### src/rtl/apd_hv_comp_pwl_pkg.sv
// Shared types for the APD HV compensator: one-hot FSM states, zone codes and
// the width helper for the signed target/clamp datapath.
package apd_hv_pkg;

  typedef enum logic [7:0] {
    ST_IDLE    = 8'b0000_0001,
    ST_CAPTURE = 8'b0000_0010,
    ST_MUL1    = 8'b0000_0100,
    ST_MUL2    = 8'b0000_1000,
    ST_SUM     = 8'b0001_0000,
    ST_CLAMP   = 8'b0010_0000,
    ST_SLEW    = 8'b0100_0000,
    ST_OUT     = 8'b1000_0000
  } state_t;

  localparam logic [1:0] ZONE_LINEAR = 2'b00;
  localparam logic [1:0] ZONE_HOT    = 2'b01;
  localparam logic [1:0] ZONE_COLD   = 2'b10;

  // Signed width that holds hv_base +/- the full-width correction plus headroom.
  function automatic int calc_w(input int hv_w, input int coe_w, input int temp_w);
    int w;
    w = coe_w + temp_w + 3;
    if (hv_w > w) begin
      w = hv_w;
    end else begin
      w = w;
    end
    return w + 2;
  endfunction

endpackage

### src/rtl/apd_hv_comp_pwl_if.sv
// Temperature-in / DAC-out bundle of the APD HV compensator.
interface apd_hv_comp_pwl_if #(
  parameter int TEMP_W = 8,
  parameter int COE_W  = 8,
  parameter int HV_W   = 12,
  parameter int DAC_W  = 10
);
  logic              i_temp_valid;
  logic [TEMP_W-1:0] i_temp_value;
  logic [TEMP_W-1:0] i_temp_base;
  logic [COE_W-1:0]  i_temp_coe;
  logic [HV_W-1:0]   i_hv_base;
  logic [HV_W-1:0]   i_max_step;
  logic              i_comp_en;
  logic              o_busy;
  logic              o_dac_start;
  logic [DAC_W-1:0]  o_dac_value;
  logic [HV_W-1:0]   o_hv_code;
  logic [1:0]        o_zone;
  logic              o_clamped;

  modport master (
    output i_temp_valid, i_temp_value, i_temp_base, i_temp_coe, i_hv_base, i_max_step, i_comp_en,
    input  o_busy, o_dac_start, o_dac_value, o_hv_code, o_zone, o_clamped
  );

  modport slave (
    input  i_temp_valid, i_temp_value, i_temp_base, i_temp_coe, i_hv_base, i_max_step, i_comp_en,
    output o_busy, o_dac_start, o_dac_value, o_hv_code, o_zone, o_clamped
  );
endinterface

### src/rtl/apd_hv_comp_pwl_mult.sv
// Unsigned shift-add multiplier, one multiplier bit per cycle. Bit 0 is folded
// into the start cycle so done pulses exactly BW cycles after start.
module seq_mult_u #(
  parameter int AW = 9,
  parameter int BW = 9
) (
  input  logic             clk,
  input  logic             rst_n,
  input  logic             start,
  input  logic [AW-1:0]    a,
  input  logic [BW-1:0]    b,
  output logic             done,
  output logic [AW+BW-1:0] product
);
  localparam int PW    = AW + BW;
  localparam int CNT_W = $clog2(BW + 1);

  logic [PW-1:0]    acc_r;
  logic [PW-1:0]    a_sh_r;
  logic [BW-1:0]    b_sh_r;
  logic [CNT_W-1:0] cnt_r;
  logic             done_r;

  // Load on start, then add one shifted partial product per cycle.
  always_ff @(posedge clk) begin
    if (!rst_n) begin
      acc_r  <= '0;
      a_sh_r <= '0;
      b_sh_r <= '0;
      cnt_r  <= '0;
      done_r <= 1'b0;
    end else if (start) begin
      acc_r  <= b[0] ? PW'(a) : '0;
      a_sh_r <= PW'(a) << 1;
      b_sh_r <= b >> 1;
      cnt_r  <= CNT_W'(BW - 1);
      done_r <= 1'b0;
    end else if (cnt_r != '0) begin
      if (b_sh_r[0]) begin
        acc_r <= acc_r + a_sh_r;
      end
      a_sh_r <= a_sh_r << 1;
      b_sh_r <= b_sh_r >> 1;
      cnt_r  <= cnt_r - CNT_W'(1);
      done_r <= (cnt_r == CNT_W'(1));
    end else begin
      done_r <= 1'b0;
    end
  end

  assign done    = done_r;
  assign product = acc_r;
endmodule

### src/rtl/apd_hv_comp_pwl.sv
// APD HV temperature compensator: three-zone piecewise-linear correction around
// a runtime base point, clamp, slew limit and a single DAC update strobe.
module apd_hv_comp_pwl #(
  parameter int TEMP_W    = 8,
  parameter int COE_W     = 8,
  parameter int HV_W      = 12,
  parameter int DAC_W     = 10,
  parameter int HV_MIN    = 1150,
  parameter int HV_MAX    = 4000,
  parameter int HOT_KNEE  = 20,
  parameter int COLD_KNEE = 30
) (
  input logic               i_clk_50m,
  input logic               i_rst_n,
  apd_hv_comp_pwl_if.slave  bus
);
  import apd_hv_pkg::*;

  localparam int DW = TEMP_W + 1;
  localparam int AW = COE_W + 1;
  localparam int PW = AW + DW;
  localparam int CW = calc_w(HV_W, COE_W, TEMP_W);
  localparam logic signed [CW-1:0] HV_MIN_C = CW'(HV_MIN);
  localparam logic signed [CW-1:0] HV_MAX_C = CW'(HV_MAX);

  state_t state_r, next_s;

  logic [DW-1:0] delta_s, mag_s, knee_s, m1_s, m2_s;
  logic [AW-1:0] scoe_s, mul_a_s;
  logic [DW-1:0] mul_b_s;
  logic          neg_s, mul_start_s, mul_done_s;
  logic [1:0]    zone_s;
  logic [PW-1:0] mul_prod_s;
  logic [CW-1:0] corr_s;

  logic [HV_W-1:0]       hv_base_r, max_step_r, tgt_r, new_r, hv_code_r, slew_s;
  logic [AW-1:0]         scoe_r;
  logic [DW-1:0]         m2_r;
  logic [PW-1:0]         p1_r;
  logic signed [CW-1:0]  sum_r;
  logic [HV_W+1:0]       diff_s, adiff_s;
  logic [1:0]            zone_pend_r, zone_r;
  logic                  sub_r, clamp_pend_r, clamped_r, primed_r, busy_r, dac_start_r;

  // Split |temp - base| at the knee into the base-slope and scaled-slope segments.
  always_comb begin
    delta_s = {bus.i_temp_value[TEMP_W-1], bus.i_temp_value}
            - {bus.i_temp_base[TEMP_W-1], bus.i_temp_base};
    neg_s   = delta_s[DW-1];
    mag_s   = neg_s ? (~delta_s) + DW'(1) : delta_s;
    knee_s  = neg_s ? DW'(COLD_KNEE) : DW'(HOT_KNEE);
    scoe_s  = neg_s ? {2'b00, bus.i_temp_coe[COE_W-1:1]} : {bus.i_temp_coe, 1'b0};
    m1_s    = mag_s;
    m2_s    = '0;
    zone_s  = ZONE_LINEAR;
    if (!bus.i_comp_en) begin
      m1_s = '0;
    end else if (mag_s > knee_s) begin
      m1_s = knee_s;
      m2_s = mag_s - knee_s;
    end else begin
      m1_s = mag_s;
    end
    if (bus.i_comp_en && !neg_s && mag_s >= DW'(HOT_KNEE)) begin
      zone_s = ZONE_HOT;
    end else if (bus.i_comp_en && neg_s && mag_s >= DW'(COLD_KNEE)) begin
      zone_s = ZONE_COLD;
    end else begin
      zone_s = ZONE_LINEAR;
    end
  end

  // The first product starts straight from the inputs in CAPTURE; the second from the captured segment.
  always_comb begin
    mul_start_s = (state_r == ST_CAPTURE) || ((state_r == ST_MUL1) && mul_done_s);
    if (state_r == ST_CAPTURE) begin
      mul_a_s = {1'b0, bus.i_temp_coe};
      mul_b_s = m1_s;
    end else begin
      mul_a_s = scoe_r;
      mul_b_s = m2_r;
    end
    corr_s = CW'(p1_r) + CW'(mul_prod_s);
  end

  seq_mult_u #(.AW(AW), .BW(DW)) u_mult (
    .clk     (i_clk_50m),
    .rst_n   (i_rst_n),
    .start   (mul_start_s),
    .a       (mul_a_s),
    .b       (mul_b_s),
    .done    (mul_done_s),
    .product (mul_prod_s)
  );

  // Slew limit against the currently applied code once a first update has gone out.
  always_comb begin
    diff_s  = {2'b00, tgt_r} - {2'b00, hv_code_r};
    adiff_s = diff_s[HV_W+1] ? (~diff_s) + (HV_W+2)'(1) : diff_s;
    if (primed_r && (max_step_r != '0) && (adiff_s > {2'b00, max_step_r})) begin
      slew_s = diff_s[HV_W+1] ? hv_code_r - max_step_r : hv_code_r + max_step_r;
    end else begin
      slew_s = tgt_r;
    end
  end

  // FSM next state.
  always_comb begin
    next_s = state_r;
    case (state_r)
      ST_IDLE:    next_s = bus.i_temp_valid ? ST_CAPTURE : ST_IDLE;
      ST_CAPTURE: next_s = ST_MUL1;
      ST_MUL1:    next_s = mul_done_s ? ST_MUL2 : ST_MUL1;
      ST_MUL2:    next_s = mul_done_s ? ST_SUM : ST_MUL2;
      ST_SUM:     next_s = ST_CLAMP;
      ST_CLAMP:   next_s = ST_SLEW;
      ST_SLEW:    next_s = ST_OUT;
      ST_OUT:     next_s = ST_IDLE;
      default:    next_s = ST_IDLE;
    endcase
  end

  // FSM state register.
  always_ff @(posedge i_clk_50m) begin
    if (!i_rst_n) begin
      state_r <= ST_IDLE;
    end else begin
      state_r <= next_s;
    end
  end

  // Datapath and registered outputs, stepped by the FSM.
  always_ff @(posedge i_clk_50m) begin
    if (!i_rst_n) begin
      hv_base_r <= '0; max_step_r <= '0; scoe_r <= '0; m2_r <= '0; sub_r <= 1'b0;
      zone_pend_r <= ZONE_LINEAR; p1_r <= '0; sum_r <= '0; tgt_r <= '0;
      clamp_pend_r <= 1'b0; new_r <= '0;
      hv_code_r <= HV_W'(HV_MIN); zone_r <= ZONE_LINEAR; clamped_r <= 1'b0;
      primed_r <= 1'b0; busy_r <= 1'b0; dac_start_r <= 1'b0;
    end else begin
      dac_start_r <= 1'b0;
      busy_r      <= (next_s != ST_IDLE) && (next_s != ST_OUT);
      case (state_r)
        ST_CAPTURE: begin
          hv_base_r   <= bus.i_hv_base;
          max_step_r  <= bus.i_max_step;
          scoe_r      <= scoe_s;
          m2_r        <= m2_s;
          sub_r       <= neg_s;
          zone_pend_r <= zone_s;
        end
        ST_MUL1: begin
          if (mul_done_s) p1_r <= mul_prod_s;
        end
        ST_SUM: sum_r <= sub_r ? CW'(hv_base_r) - corr_s : CW'(hv_base_r) + corr_s;
        ST_CLAMP: begin
          if (sum_r < HV_MIN_C) begin
            tgt_r <= HV_W'(HV_MIN); clamp_pend_r <= 1'b1;
          end else if (sum_r > HV_MAX_C) begin
            tgt_r <= HV_W'(HV_MAX); clamp_pend_r <= 1'b1;
          end else begin
            tgt_r <= HV_W'(sum_r);  clamp_pend_r <= 1'b0;
          end
        end
        ST_SLEW: new_r <= slew_s;
        ST_OUT: begin
          hv_code_r   <= new_r;
          zone_r      <= zone_pend_r;
          clamped_r   <= clamp_pend_r;
          primed_r    <= 1'b1;
          dac_start_r <= 1'b1;
        end
        default: ;
      endcase
    end
  end

  assign bus.o_busy      = busy_r;
  assign bus.o_dac_start = dac_start_r;
  assign bus.o_hv_code   = hv_code_r;
  assign bus.o_dac_value = hv_code_r[HV_W-1 -: DAC_W];
  assign bus.o_zone      = zone_r;
  assign bus.o_clamped   = clamped_r;
endmodule

### src/flat_wrapper.sv
// flat-port wrapper written by rule: the top's interface ports become plain ports
module apd_hv_comp_pwl_flat import apd_hv_pkg::*;
#(
  parameter int TEMP_W    = 8,
  parameter int COE_W     = 8,
  parameter int HV_W      = 12,
  parameter int DAC_W     = 10,
  parameter int HV_MIN    = 1150,
  parameter int HV_MAX    = 4000,
  parameter int HOT_KNEE  = 20,
  parameter int COLD_KNEE = 30
)
  (i_clk_50m, i_rst_n, bus_i_temp_valid, bus_i_temp_value, bus_i_temp_base, bus_i_temp_coe, bus_i_hv_base, bus_i_max_step, bus_i_comp_en, bus_o_busy, bus_o_dac_start, bus_o_dac_value, bus_o_hv_code, bus_o_zone, bus_o_clamped);
  apd_hv_comp_pwl_if #(.TEMP_W(TEMP_W), .COE_W(COE_W), .HV_W(HV_W), .DAC_W(DAC_W)) bus_i ();
  input logic i_clk_50m;
  input logic i_rst_n;
  input wire logic [$bits(bus_i.i_temp_valid)-1:0] bus_i_temp_valid;
  input wire logic [$bits(bus_i.i_temp_value)-1:0] bus_i_temp_value;
  input wire logic [$bits(bus_i.i_temp_base)-1:0] bus_i_temp_base;
  input wire logic [$bits(bus_i.i_temp_coe)-1:0] bus_i_temp_coe;
  input wire logic [$bits(bus_i.i_hv_base)-1:0] bus_i_hv_base;
  input wire logic [$bits(bus_i.i_max_step)-1:0] bus_i_max_step;
  input wire logic [$bits(bus_i.i_comp_en)-1:0] bus_i_comp_en;
  output wire logic [$bits(bus_i.o_busy)-1:0] bus_o_busy;
  output wire logic [$bits(bus_i.o_dac_start)-1:0] bus_o_dac_start;
  output wire logic [$bits(bus_i.o_dac_value)-1:0] bus_o_dac_value;
  output wire logic [$bits(bus_i.o_hv_code)-1:0] bus_o_hv_code;
  output wire logic [$bits(bus_i.o_zone)-1:0] bus_o_zone;
  output wire logic [$bits(bus_i.o_clamped)-1:0] bus_o_clamped;
  assign bus_i.i_temp_valid = bus_i_temp_valid;
  assign bus_i.i_temp_value = bus_i_temp_value;
  assign bus_i.i_temp_base = bus_i_temp_base;
  assign bus_i.i_temp_coe = bus_i_temp_coe;
  assign bus_i.i_hv_base = bus_i_hv_base;
  assign bus_i.i_max_step = bus_i_max_step;
  assign bus_i.i_comp_en = bus_i_comp_en;
  assign bus_o_busy = bus_i.o_busy;
  assign bus_o_dac_start = bus_i.o_dac_start;
  assign bus_o_dac_value = bus_i.o_dac_value;
  assign bus_o_hv_code = bus_i.o_hv_code;
  assign bus_o_zone = bus_i.o_zone;
  assign bus_o_clamped = bus_i.o_clamped;
  apd_hv_comp_pwl #(.TEMP_W(TEMP_W), .COE_W(COE_W), .HV_W(HV_W), .DAC_W(DAC_W), .HV_MIN(HV_MIN), .HV_MAX(HV_MAX), .HOT_KNEE(HOT_KNEE), .COLD_KNEE(COLD_KNEE)) u_core (.i_clk_50m(i_clk_50m), .i_rst_n(i_rst_n), .bus(bus_i));
endmodule
### config.mk
export PLATFORM = sky130hd
export DESIGN_NAME = apd_hv_comp_pwl_flat
export DESIGN_NICKNAME = d
export VERILOG_FILES = /design/src/rtl/apd_hv_comp_pwl_pkg.sv /design/src/rtl/apd_hv_comp_pwl_if.sv /design/src/rtl/apd_hv_comp_pwl_mult.sv /design/src/rtl/apd_hv_comp_pwl.sv /design/src/flat_wrapper.sv
export SDC_FILE = /design/constraint.sdc
export NUM_CORES = 1
export LEC_CHECK = 0
export ABC_AREA = 1
export BUFFER_PORTS_ARGS = -buffer_cell sky130_fd_sc_hd__buf_4
export CAP_MARGIN = 10
export CORE_ASPECT_RATIO = 1.75
export CORE_MARGIN = 4
export CORE_UTILIZATION = 40
export CTS_BUF_LIST = sky130_fd_sc_hd__clkbuf_4
export DETAILED_ROUTE_END_ITERATION = 12
export PLACE_DENSITY = 0.59
export SLEW_MARGIN = 20
export SYNTH_ARGS = -nofsm -noshare
export SYNTH_HDL_FRONTEND = slang
export SYNTH_SLANG_ARGS = --single-unit
### constraint.sdc
create_clock -name i_clk_50m -period 5.4 [get_ports i_clk_50m]
set_input_delay 0.81 -clock i_clk_50m [delete_from_list [all_inputs] [get_ports i_clk_50m]]
set_output_delay 0.81 -clock i_clk_50m [all_outputs]
set_load 0.01 [all_outputs]
==> results.md <==
- Status: complete, no violations
- Yosys reg bits: 183
- Clock transition at path regs: 0.16 ns
- CP Data Arrival Time: 4.80 ns
- Area grow syn2layout: 9.70%
- Layout cells sized above 1: 0.0839
- Via count: 12800
- MaxCap Viol Count: 0
- Synth cell types: 54
- Post-DP Area: 0.0139 mm²
- WHS: 0.430 ns
- Root Driver: clkbuf_4
- Post-synth EDFFs: 0
- Die H: 247 µm
- Clock Skew: 0.0367 ns
- GPL Wtd Cong: 0.929
- Synth Area in Adders: 0.115
- I/O Pins: 79
- P per Cell Area: 246 mW/mm²
- Total GRT Usage: 0.220
- Slew HR: 0.469
- CP most frequent cell: nand2_1
- Post-Synthesis Cell Area: 0.0130 mm²
- Xor and xnor area share after synthesis: 0.0418
- Initial antenna violation count: 1
- Synth area leaders: dfxtp_1 28%, nand2_1 12%, ha_1 10%, a21oi_1 7.5%, inv_1 7.2%
- H-tree depth: 4
- Die W: 144 µm
- Fin util: 0.444
- Pre-CTS setup slack: 1.20 ns
- WL/cell: 15.9 µm
- WL final: 38.5 mm
- Avg Cell Area, Syn: 6.59 µm²
- Port buffer count: 78
- Vias in the first global route: 12700
- Post-DRT Antenna Nets: 0
- Kind of cell adding the most delay to the critical path: simple AND/OR/NAND/NOR gates
- TritonCTS Buffers: 17
- Share of synthesized registers carrying an async set or reset: 0
- Top-area cell type share of the netlist area: 0.282
- Initial Utilization: 0.405
- CTS tree: yes
- Simple-gate area share of the yosys netlist: 0.270
- Main synth FF type: dfxtp_1
- Mux contribution to synthesized area: 0
- GRT Residual Overflow: 0
- Clock Path Buffers: 2
- Post-CTS setup buffers: 0
- Final WS setup: 1.12 ns
- Clock Sinks: 183
- Largest family of logic cells by synthesized area: simple AND/OR/NAND/NOR gates
- RSZ-0062 raised after global routing: false
- Fin Setup TNS: 0 ns
- Required time of the critical path: 5.92 ns
- Core ar.: 0.0321 mm²
- Vias/cell: 5.25
- CP Class: flop to flop
- Cts repair resizes: 0
- Final setup viols: 0
- DP HPWL: 31.3 mm
- Post-route design area: 0.0143 mm²
- Rows: 87
- Worst-Margin Slew: 0.795 ns
- DRT iter0 DRCs: 634
- First-pass GRT wire length: 62.2 mm
- DRC: 0
- Slew Limit Fails: 0
- Post-route clock period utilization: 0.793
- Worst path slowest cell: fa_1
- Sequential-to-total area share from yosys stat: 0.282
- Critical Path Fanout Max: 15
- Min-delay worst type: input port to flop
- Worst vdd ir: 134 µV
- Hold buffer count at cts: 0
- Die area: 0.0356 mm²
- Commonest non-fill, non-tap cell in the layout: nand2_1
- Slowest stage delay, CP: 0.39 ns
- Pin count of the biggest net entering global routing: 66
- Commonest non-fill, non-tap cells in the layout: 410 x nand2_1, 250 x inv_1, 211 x nor2_1
- CP Buf/Inv Count: 6
- Fin crit period: 4.28 ns
- Peak Freq: 233 MHz
- Compound-cell area share of the yosys netlist: 0.192
- Crit. End Element: flop
- Detailed Routing Iterations Pass 1: 5
- Hold Fails Final Rpt: 0
- Startpoint class of the critical path: flop
- Mapped Nets: 2140
- Yosys top cell by area: dfxtp_1
- Fin nets: 2181
- LEAKAGE: 6.92 nW
- Post-synthesis instance total: 1973
- Synth Warn #: 0
- Clock latency on the worst-skew pair: 0.63 ns
-- power breakdown --
group	switching, mW	internal (mW)
clock network	0.504	0.470
logic	0.681	0.358
registers	0.0692	1.43
total	1.25	2.25
-- stage by stage --
stage          power (mW)  cells
6_report             3.51   2428
4_1_cts              3.54   2427
2_1_floorplan        2.30   1973
3_3_place_gp         2.55   2395
3_5_place_dp         2.56   2395
5_1_grt              3.74   2428
-- worst register-to-register path, stage by stage (launching register included) --
cell,delay [ns]
dfxtp_1,0.36
inv_1,0.06
ha_1,0.21
fa_1,0.40
nand3b_1,0.23
nand2_1,0.12
nand2_1,0.07
nand2_1,0.09
inv_1,0.06
o21ai_1,0.11
buf_4,0.22
inv_1,0.18
o21ai_0,0.15
xor2_1,0.17
inv_1,0.06
ha_1,0.29
a21oi_1,0.14
nor2_1,0.06
a211oi_1,0.19
a21oi_1,0.09
o21ai_0,0.19
nand2_1,0.09
buf_4,0.19
nand2_2,0.23
nand2_1,0.10
nand3_1,0.08
a21oi_1,0.07
-- final cells by class --
cell class | count | area (µm²)
inverter | 258 | 968
sequential | 183 | 3660
clock inverter | 14 | 244
antenna | 1 | 2.50
fill | 3452 | 17800
clock buffer | 18 | 135
multi-input combinational | 1461 | 8050
tap | 400 | 500
timing repair buffer | 93 | 698
-- sequential cells by signal (all words and copies together) (netlist names), 17 cells and up --
| register | count |
|---|---|
| u_core.sum_r | 21 |
| u_core.p1_r | 18 |
| u_core.u_mult.product | 18 |
| u_core.u_mult.a_sh_r | 17 |
-- cell usage after synthesis (all sizes together) (2+ instances only) --
cell type,instances
a211oi,5
a31oi,10
o21ai,176
fa,7
a21o,11
nand2,426
and3,2
nand3b,4
nand3,119
o31ai,4
a221oi,5
inv,256
clkbuf,51
a21boi,3
a31o,5
buf,20
o22ai,4
nor2,214
nor4,5
ha,108
o211ai,6
a21oi,200
or2,8
o21a,4
nor3,23
o21bai,5
o2111ai,3
clkinv,2
xnor2,8
dfxtp,183
o221ai,6
xor2,54
nand4,30
-- final timing paths --
check,start,slack (ns),endpoint,depth (start not counted)
setup reg to reg,u_core.tgt_r[0],1.12,u_core.new_r[1],26
hold reg to reg,u_core.m2_r[3],0.47,u_core.m2_r[3],2
hold / removal,bus_i_temp_valid,0.43,u_core.state_r[1],3
setup / recovery,u_core.tgt_r[0],1.12,u_core.new_r[1],26
-- layer usage --
| metal | global-route usage | wire length, µm | part of all wire |
|---|---|---|---|
| met1 | 0.205 | 13500 | 0.35 |
| met2 | 0.456 | 22500 | 0.58 |
| met3 | 0.0262 | 837 | 0.022 |
| met4 | 0.0991 | 1670 | 0.043 |
| met5 | 0 | 0 | 0 |
-- logic make-up after synthesis --
logic type | count (synthesis)
and+or+nand+nor | 832
AOI/OAI and AO/OA | 452
buffers and inverters | 329
DFF | 183
adders and majority gates | 115
xor gates and xnor gates | 62
(Power assumes the default switching activity.)
